`src/rtl/rega_pkg.sv`:
```
// Shared definitions for the irrigation actuator: FSM state encoding,
// request codes and a small helper for sizing the shared timer.
package rega_pkg;

    typedef enum logic [2:0] {
        OCIOSO   = 3'd0,
        ABRINDO  = 3'd1,
        REGANDO  = 3'd2,
        FECHANDO = 3'd3,
        FALHA    = 3'd4
    } estado_t;

    localparam logic [1:0] REGA_NENHUM = 2'b00;
    localparam logic [1:0] REGA_GOT    = 2'b01;
    localparam logic [1:0] REGA_ASP    = 2'b10;
    localparam logic [1:0] REGA_INV    = 2'b11;

    // Larger of two durations; used to size the single shared timer.
    function automatic int max2(input int a, input int b);
        return (a > b) ? a : b;
    endfunction

endpackage

```
`src/rtl/temporizador_rega.sv`:
```
// Loadable down-counter that holds at zero. The owning FSM loads D-1 on
// entry to a state of duration D and leaves that state when zero is high.
module temporizador_rega #(
    parameter int WIDTH = 4
) (
    input  logic             clk,
    input  logic             reset,
    input  logic             carga,
    input  logic [WIDTH-1:0] valor,
    output logic             zero
);

    logic [WIDTH-1:0] cont_q;

    // Load takes precedence over counting; the count parks at zero.
    always_ff @(posedge clk) begin
        if (reset) begin
            cont_q <= '0;
        end else if (carga) begin
            cont_q <= valor;
        end else if (cont_q != '0) begin
            cont_q <= cont_q - 1'b1;
        end
    end

    assign zero = (cont_q == '0);

endmodule

```
`src/rtl/atuador_rega.sv`:
```
// Timed irrigation actuator: opens the selected valve, runs the pump for a
// mode-dependent time, drains, and closes. Any validation error locks the
// block into FALHA until a run of clean cycles is observed.
// Build option: define ATUADOR_CONTADOR_EN to get a saturating 8-bit count
// of completed cycles on ciclos; otherwise ciclos is constant zero.
module atuador_rega
    import rega_pkg::*;
#(
    parameter int T_ABRE     = 4,
    parameter int T_REGA_ASP = 100,
    parameter int T_REGA_GOT = 60,
    parameter int T_FECHA    = 3,
    parameter int T_RETRY    = 8
) (
    input  logic       clk,
    input  logic       reset,
    input  logic [1:0] rega,
    input  logic       erro,
    input  logic       limpeza,
    output logic       valv_asp,
    output logic       valv_got,
    output logic       bomba,
    output logic       regando,
    output logic       falha,
    output logic       fim_ciclo,
    output logic [7:0] ciclos
);

    localparam int T_MAX = max2(max2(max2(T_ABRE, T_REGA_ASP), max2(T_REGA_GOT, T_FECHA)), T_RETRY);
    localparam int WT    = (T_MAX < 2) ? 1 : $clog2(T_MAX + 1);

    localparam logic [WT-1:0] V_ABRE  = WT'(T_ABRE - 1);
    localparam logic [WT-1:0] V_ASP   = WT'(T_REGA_ASP - 1);
    localparam logic [WT-1:0] V_GOT   = WT'(T_REGA_GOT - 1);
    localparam logic [WT-1:0] V_FECHA = WT'(T_FECHA - 1);
    localparam logic [WT-1:0] V_RETRY = WT'(T_RETRY - 1);

    estado_t       estado_q, estado_d;
    logic [1:0]    modo_q, modo_d;
    logic          aborto_q, aborto_d;
    logic          fim_q, fim_d;
    logic          carga;
    logic [WT-1:0] valor;
    logic          zero;

    temporizador_rega #(
        .WIDTH (WT)
    ) u_temp (
        .clk   (clk),
        .reset (reset),
        .carga (carga),
        .valor (valor),
        .zero  (zero)
    );

    // Next-state, mode/abort latching and timer load requests.
    always_comb begin
        estado_d = estado_q;
        modo_d   = modo_q;
        aborto_d = aborto_q;
        fim_d    = 1'b0;
        carga    = 1'b0;
        valor    = '0;
        unique case (estado_q)
            OCIOSO: begin
                if (erro || rega == REGA_INV) begin
                    estado_d = FALHA;
                    carga    = 1'b1;
                    valor    = V_RETRY;
                end else if ((rega == REGA_ASP || rega == REGA_GOT) && !limpeza) begin
                    estado_d = ABRINDO;
                    modo_d   = rega;
                    carga    = 1'b1;
                    valor    = V_ABRE;
                end
            end
            ABRINDO: begin
                if (erro || limpeza || rega != modo_q) begin
                    estado_d = FECHANDO;
                    aborto_d = 1'b1;
                    carga    = 1'b1;
                    valor    = V_FECHA;
                end else if (zero) begin
                    estado_d = REGANDO;
                    carga    = 1'b1;
                    valor    = (modo_q == REGA_ASP) ? V_ASP : V_GOT;
                end
            end
            REGANDO: begin
                // Error, invalid code or a switch of mode is an abnormal stop;
                // a withdrawn request, cleaning or timeout is a clean stop.
                if (erro || rega == REGA_INV || (rega != REGA_NENHUM && rega != modo_q)) begin
                    estado_d = FECHANDO;
                    aborto_d = 1'b1;
                    carga    = 1'b1;
                    valor    = V_FECHA;
                end else if (rega == REGA_NENHUM || limpeza || zero) begin
                    estado_d = FECHANDO;
                    aborto_d = 1'b0;
                    carga    = 1'b1;
                    valor    = V_FECHA;
                end
            end
            FECHANDO: begin
                // The drain always completes; erro only decides where it ends.
                if (zero) begin
                    if (erro || aborto_q) begin
                        estado_d = FALHA;
                        carga    = 1'b1;
                        valor    = V_RETRY;
                    end else begin
                        estado_d = OCIOSO;
                        fim_d    = 1'b1;
                    end
                end
            end
            FALHA: begin
                if (erro || rega != REGA_NENHUM) begin
                    carga = 1'b1;
                    valor = V_RETRY;
                end else if (zero) begin
                    estado_d = OCIOSO;
                    aborto_d = 1'b0;
                    modo_d   = REGA_NENHUM;
                end
            end
            default: begin
                estado_d = OCIOSO;
            end
        endcase
    end

    // FSM state, latched mode, abort flag and registered completion pulse.
    always_ff @(posedge clk) begin
        if (reset) begin
            estado_q <= OCIOSO;
            modo_q   <= REGA_NENHUM;
            aborto_q <= 1'b0;
            fim_q    <= 1'b0;
        end else begin
            estado_q <= estado_d;
            modo_q   <= modo_d;
            aborto_q <= aborto_d;
            fim_q    <= fim_d;
        end
    end

    logic ativo;
    assign ativo     = (estado_q == ABRINDO) || (estado_q == REGANDO) || (estado_q == FECHANDO);
    assign valv_asp  = ativo && (modo_q == REGA_ASP);
    assign valv_got  = ativo && (modo_q == REGA_GOT);
    assign bomba     = (estado_q == REGANDO) && (modo_q == REGA_ASP || modo_q == REGA_GOT);
    assign regando   = ativo;
    assign falha     = (estado_q == FALHA);
    assign fim_ciclo = fim_q;

`ifdef ATUADOR_CONTADOR_EN
    logic [7:0] ciclos_q;

    // Completed-cycle count, saturating at 255, cleared only by reset.
    always_ff @(posedge clk) begin
        if (reset) begin
            ciclos_q <= 8'd0;
        end else if (fim_d && ciclos_q != 8'hFF) begin
            ciclos_q <= ciclos_q + 8'd1;
        end
    end

    assign ciclos = ciclos_q;
`else
    assign ciclos = 8'd0;
`endif

endmodule
```
`config.mk`:
```
export PLATFORM = sky130hd
export DESIGN_NAME = atuador_rega
export DESIGN_NICKNAME = d
export VERILOG_FILES = /design/src/rtl/rega_pkg.sv /design/src/rtl/temporizador_rega.sv /design/src/rtl/atuador_rega.sv
export SDC_FILE = /design/constraint.sdc
export NUM_CORES = 1
export LEC_CHECK = 0
export CORE_MARGIN = 2
export CORE_UTILIZATION = 55
export DETAILED_ROUTE_END_ITERATION = 16
export PLACE_DENSITY_LB_ADDON = 0.3
export SYNTH_ARGS = -nofsm -noshare
export SYNTH_HDL_FRONTEND = slang
export SYNTH_SLANG_ARGS = --single-unit
```
`constraint.sdc`:
```
create_clock -name clk -period 5.1 [get_ports clk]
set_input_delay 0.765 -clock clk [delete_from_list [all_inputs] [get_ports clk]]
set_output_delay 0.765 -clock clk [all_outputs]
set_load 0.02 [all_outputs]
```
-- Word-level counts from Yosys, hierarchy flattened
Cells that the tools add are included.
- flip-flop bits (word level): 14
- bits in latches: 0
- bits in writable memories: 0
- memory bits (read-only): 0
- input bits: 6
- output and inout port bits: 14
- logic and storage cells: 103
- memories kept: 0
- $add $sub $neg: 1
- multiply operators: 0
- divide/modulo/power cells: 0
- $lt $le $gt $ge: 0
- equal/unequal tests: 19
- shifts and indexed selects: 0
- mux-type cells: 46
- bitwise gates (word level): 2
- reduce and logical (&&, ||, !) cells: 30
- operator list (kind ; count):
    $mux W3 ; 14
    $mux W7 ; 5
    $pmux W7 S5 ; 1
    $mux W1 ; 15
    $pmux W3 S5 ; 1
    $mux W2 ; 7
    $logic_or A1 B1 Y1 ; 12
    $ne A2 B2 Y1 const B ; 5
    $reduce_and A5 Y1 ; 2
    $ne A3 B3 Y1 const B ; 3
    $logic_not A7 Y1 ; 1
    $reduce_bool A7 Y1 ; 1
    $sub A7 B1 Y7 const B ; 1
    $eq A2 B2 Y1 const B ; 3
    $eq A3 B2 Y1 const B ; 2
    $reduce_and A6 Y1 ; 1
    $reduce_bool A2 Y1 ; 3
    $logic_and A1 B1 Y1 ; 5
    $pmux W1 S5 ; 1
    $eq A2 B1 Y1 const B ; 2
    $pmux W2 S2 ; 1
    $eq A3 B1 Y1 const B ; 1
    $eq A3 B3 Y1 const B ; 1
    $logic_not A3 Y1 ; 1
    other kinds (8) ; 9

-- Depth between registers and ports, before layout
- word-level depth: 7
- depth in mapped cells: 8
- mapped depth without buffers: 7

-- Modules after synthesis
Synthesis repeated with hierarchy kept, for this count alone.
- cell total of the unflattened synthesis: 157
- area total of the unflattened synthesis: 1163.6 um^2
- modules (own cells, without submodules) (module ; times used ; cells an instance ; area an instance (um^2)):
    atuador_rega ; 1 ; 110 ; 764.5
    temporizador_rega ; 1 ; 47 ; 399.1

-- Worst setup path before layout
OpenSTA, ideal clock, no wires.
- kind: register to register
- start: reg u_temp.cont_q[0]
- end: reg u_temp.cont_q[2]
- library setup time: 0.095 ns
- arrival: 2.013 ns
- required time: 5.005 ns
- path slack: 2.992 ns
- stages on the path, launching flop included: 9
- buffers on the path: 1
- cell sequence: dfxtp_1 > inv_1 > ha_1 > or4b_4 > or2_1 > buf_6 > a31o_4 > and3_4 > a221oi_1
- longest elaborated chain between the ends: 6
- elaborated cells on any way between the ends: 17
- ends and longest elaborated chain (what ; line ; source):
    start, declared ; temporizador_rega.sv:13 ; logic [WIDTH-1:0] cont_q;
    start signal, assigned ; temporizador_rega.sv:20 ; cont_q <= valor;
    start signal, assigned ; temporizador_rega.sv:22 ; cont_q <= cont_q - 1'b1;
    $logic_not A7 Y1 ; temporizador_rega.sv:26 ; assign zero = (cont_q == '0);
    $logic_or A1 B1 Y1 ; atuador_rega.sv:97 ; end else if (rega == REGA_NENHUM || limpeza || zero) begin
    $mux W1 ; atuador_rega.sv:97 ;
    $mux W1 ; atuador_rega.sv:92 ; if (erro || rega == REGA_INV || (rega != REGA_NENHUM && rega != modo_q)) begin
    $pmux W1 S5 ; atuador_rega.sv:64 ; unique case (estado_q)
    $mux W7 or $reduce_bool A2 Y1 (tied branches) ; n/a ;
Several ways; a longest one is shown, not always the timed one. The select of a mux whose other input is x is not followed.
A chain may end at the register's enable or synchronous reset.

-- Worst setup path after layout
- start: reg estado_q[1]
- end: out bomba
- longest elaborated chain between the ends: 2
- ends and longest elaborated chain (what ; line ; source):
    start, declared ; atuador_rega.sv:38 ; estado_t estado_q, estado_d;
    start signal, assigned ; atuador_rega.sv:141 ; estado_q <= estado_d;
    $eq A3 B2 Y1 ; atuador_rega.sv:152 ; assign bomba = (estado_q == REGANDO) && (modo_q == REGA_ASP || modo_q == REGA_GOT);
    $logic_and A1 B1 Y1 ; atuador_rega.sv:152 ;
    end, declared ; atuador_rega.sv:22 ; output logic bomba,
No other way between the ends.

==> results.ini <==
[cts]
post_cts_buffers = 0
insertion_delay_ns = 0.28
cts_tree = yes
root_buffer = clkbuf_4
cts_hold_buf = 0
cts_max_level = 1
ctsResizeCount = 0
cts_num_sinks = 14
clkTransAtPathRegs_ns = 0.09
clockBufferDepth = 2
cts_buffers = 3

[routing]
firstDrtPassIters = 4
drc = 0
routed_wl_microns = 2240
ant_nets = 0
detail_route.wl_per_cell_microns = 12.5
vias = 1021
vias_per_cell = 5.67
first_iter_violations = 18

[sta]
grt_setup_unrepaired = false
finalSetupViolCount = 0
fin_crit_ns = 2.81
holdWs_ns = 0.493
hold_viol = 0
max_freq_mhz = 356
drv_slew = 0
fin_setup_tns_ns = 0
min_period_over_period = 0.550
fin_worst_skew_ns = 0.00567

[placed_design]
placed_cell_area_sq_um = 1200
port_buffers = 11
gp_congestion = 0.907
hpwl_microns = 1780

[worst_setup_path]
r2r_start = u_temp.cont_q[0]
crit_chain = inv_1 -> or3_1 -> nor2_1 -> clkdlybuf4s50_1
r2r_setup_slack_ns = 2.74
cp-start-kind = flip-flop
setup.worst_path.end_class = output pin
critPathMaxStageDelay_ns = 0.61
arrival_ns = 2.04
cp_max_fo = 8
timing.rr.end = u_temp.cont_q[4]
critical_path_class = reg -> out
crit_slowest_cell = clkdlybuf4s50_1
required_ns = 4.34
ff2ff_path_depth = 7

[finish]
fin_area_sq_um = 1230
regArea_sq_um = 280
multi_input_area_sq_um = 736
areaGrowthSynthToFinish_pct = 9.31
fill_cells = 183
drive_above_1_share = 0.0784
nNetsFinal = 166
diodes = 0

[hold_path]
hold_path.class = reg -> reg
min_path_cells = 2
min_from = aborto_q
holdPathEnd = aborto_q

[floorplan]
rows = 16
die_x_microns = 49.3
core_sq_um = 1940
num_io_pins = 20
die_h_microns = 49.3
initial_utilization = 0.581
die-area_sq_um = 2430

[job]
maxCapViolCount = 0

[power]
ir_drop_mv = 0.183
p_leak_nw = 0.476
power_density_nw_per_um2 = 282

[status]
status = complete, no violations

[synthesis]
syn_area_sq_um = 1130
synthArstFlopShare = 0
ys_seq_elements = 14
synth_edf_count = 0
yosysSeqAreaShare = 0.248
ys_types = 41
synth.top_cell.area_share = 0.248
syn_area_per_cell_sq_um = 7.73
ys_warn_count = 0
yosysTopAreaCell = dfxtp_1
synth_area_leaders = dfxtp_1 25%, ha_1 6.7%, buf_4 5.3%, nor2_1 5.3%, xor2_1 3.9%
dominantRegCellSynth = dfxtp_1
syn_inst = 146

[global_routing]
met1_usage = 0.254
grtUsageTotal = 0.200
use_met3 = 0.0337
antenna_found_initial = 0
top_usage_layer = met2
grt_pass1_vias = 895
grt_max_degree = 16
grt_first_pass_wirelength_microns = 3930
use_met2 = 0.345
grt.overflow.total = 0

## metrics by stage
stage / setup WS (ns) / instances / total power, mW / util
final: 2.29 / 180 / 0.348 / 0.635
after detailed placement: 2.28 / 176 / 0.269 / 0.617
after global placement: 2.36 / 176 / 0.268 / 0.617
after CTS: 2.29 / 180 / 0.349 / 0.635
after floorplan: 2.99 / 153 / 0.252 / -
after global routing: 2.22 / 180 / 0.374 / 0.635
## logic make-up (layout without fill, tap and decap cells)
| kind of cell | count (synthesis) | count (layout) | share of synthesized area |
|---|---|---|---|
| adder cells (fa/ha/maj) | 6 | 6 | 0.0665 |
| flip-flops | 14 | 14 | 0.248 |
| AO/OA/AOI/OAI | 29 | 29 | 0.190 |
| AND/OR/NAND/NOR | 62 | 62 | 0.298 |
| XOR/XNOR | 8 | 8 | 0.0621 |
| other | 1 | 8 | 0.00332 |
| buffers and inverters | 25 | 25 | 0.123 |
| multiplexers | 1 | 1 | 0.00887 |
## cell usage in the layout (no fill, tap or decap), drive strengths merged, types with 2 or more instances in the layout
cell / n
nor3: 6
clkbuf: 4
nand2: 8
or3: 4
o31ai: 2
clkdlybuf4s50: 11
dfxtp: 14
or2: 4
o32ai: 2
conb: 8
nor2: 17
xor2: 5
inv: 10
nand2b: 2
a21oi: 8
nand3b: 4
nand4: 3
a221oi: 3
and2: 2
o211ai: 2
nand3: 4
nor4: 4
o21ai: 4
xnor2: 3
ha: 6
o21a: 2
## registers in the layout (all words and copies together), names as in the netlist
| signal | flops |
|---|---|
| aborto_q | 1 |
| u_temp.cont_q | 7 |
| fim_ciclo | 1 |
| estado_q | 3 |
| modo_q | 2 |
## cell usage after synthesis (3+ instances only)
cell,count
nor2_1,16
dfxtp_1,14
inv_1,10
a21oi_1,8
buf_4,8
nand2_1,8
ha_1,6
nor3_1,6
clkbuf_1,5
xor2_1,5
nand3_1,4
nand3b_1,4
nor4_1,4
o21ai_0,4
or3_1,4
a221oi_1,3
nand4_1,3
or2_2,3
xnor2_1,3
## where the power goes
part           internal, mW  total (mW)  switching [mW]
clock                0.0434      0.0795          0.0361
combinational        0.0555       0.132          0.0764
sequential            0.121       0.136          0.0152
total                 0.220       0.348           0.128
## critical path: cells and delay by family, from the launching register on
kind	cells	cell delay [ns]
and+or+nand+nor	2	0.56
DFF	1	0.48
buffers and inverters	2	0.72
## layer usage
layer | vias to the layer above | share of wire
li1 | 517 | -
met1 | 461 | 0.45
met2 | 39 | 0.47
met3 | 4 | 0.060
met4 | 0 | 0.016
met5 | - | 0
## final cells by class
class / count / share of cell area
multi-input cells: 114 / 0.596
flip-flops and latches: 14 / 0.227
repair buffers: 11 / 0.0893
inverters: 10 / 0.0304
clock buffers: 4 / 0.0294
well taps: 27 / 0.0274
## how the worst max path moves through the flow
stage | slack, ns | depth (start not counted) | to | startpoint
global placement | 2.36 | 8 | u_temp.cont_q[5] | rega[0]
CTS | 2.29 | 4 | bomba | estado_q[1]
finish | 2.29 | 4 | bomba | estado_q[1]
detailed placement | 2.28 | 8 | u_temp.cont_q[5] | rega[0]
floorplan | 2.99 | 8 | u_temp.cont_q[2] | u_temp.cont_q[0]
global route | 2.22 | 4 | bomba | estado_q[1]
Note: power is estimated with default switching activity, not from simulation.
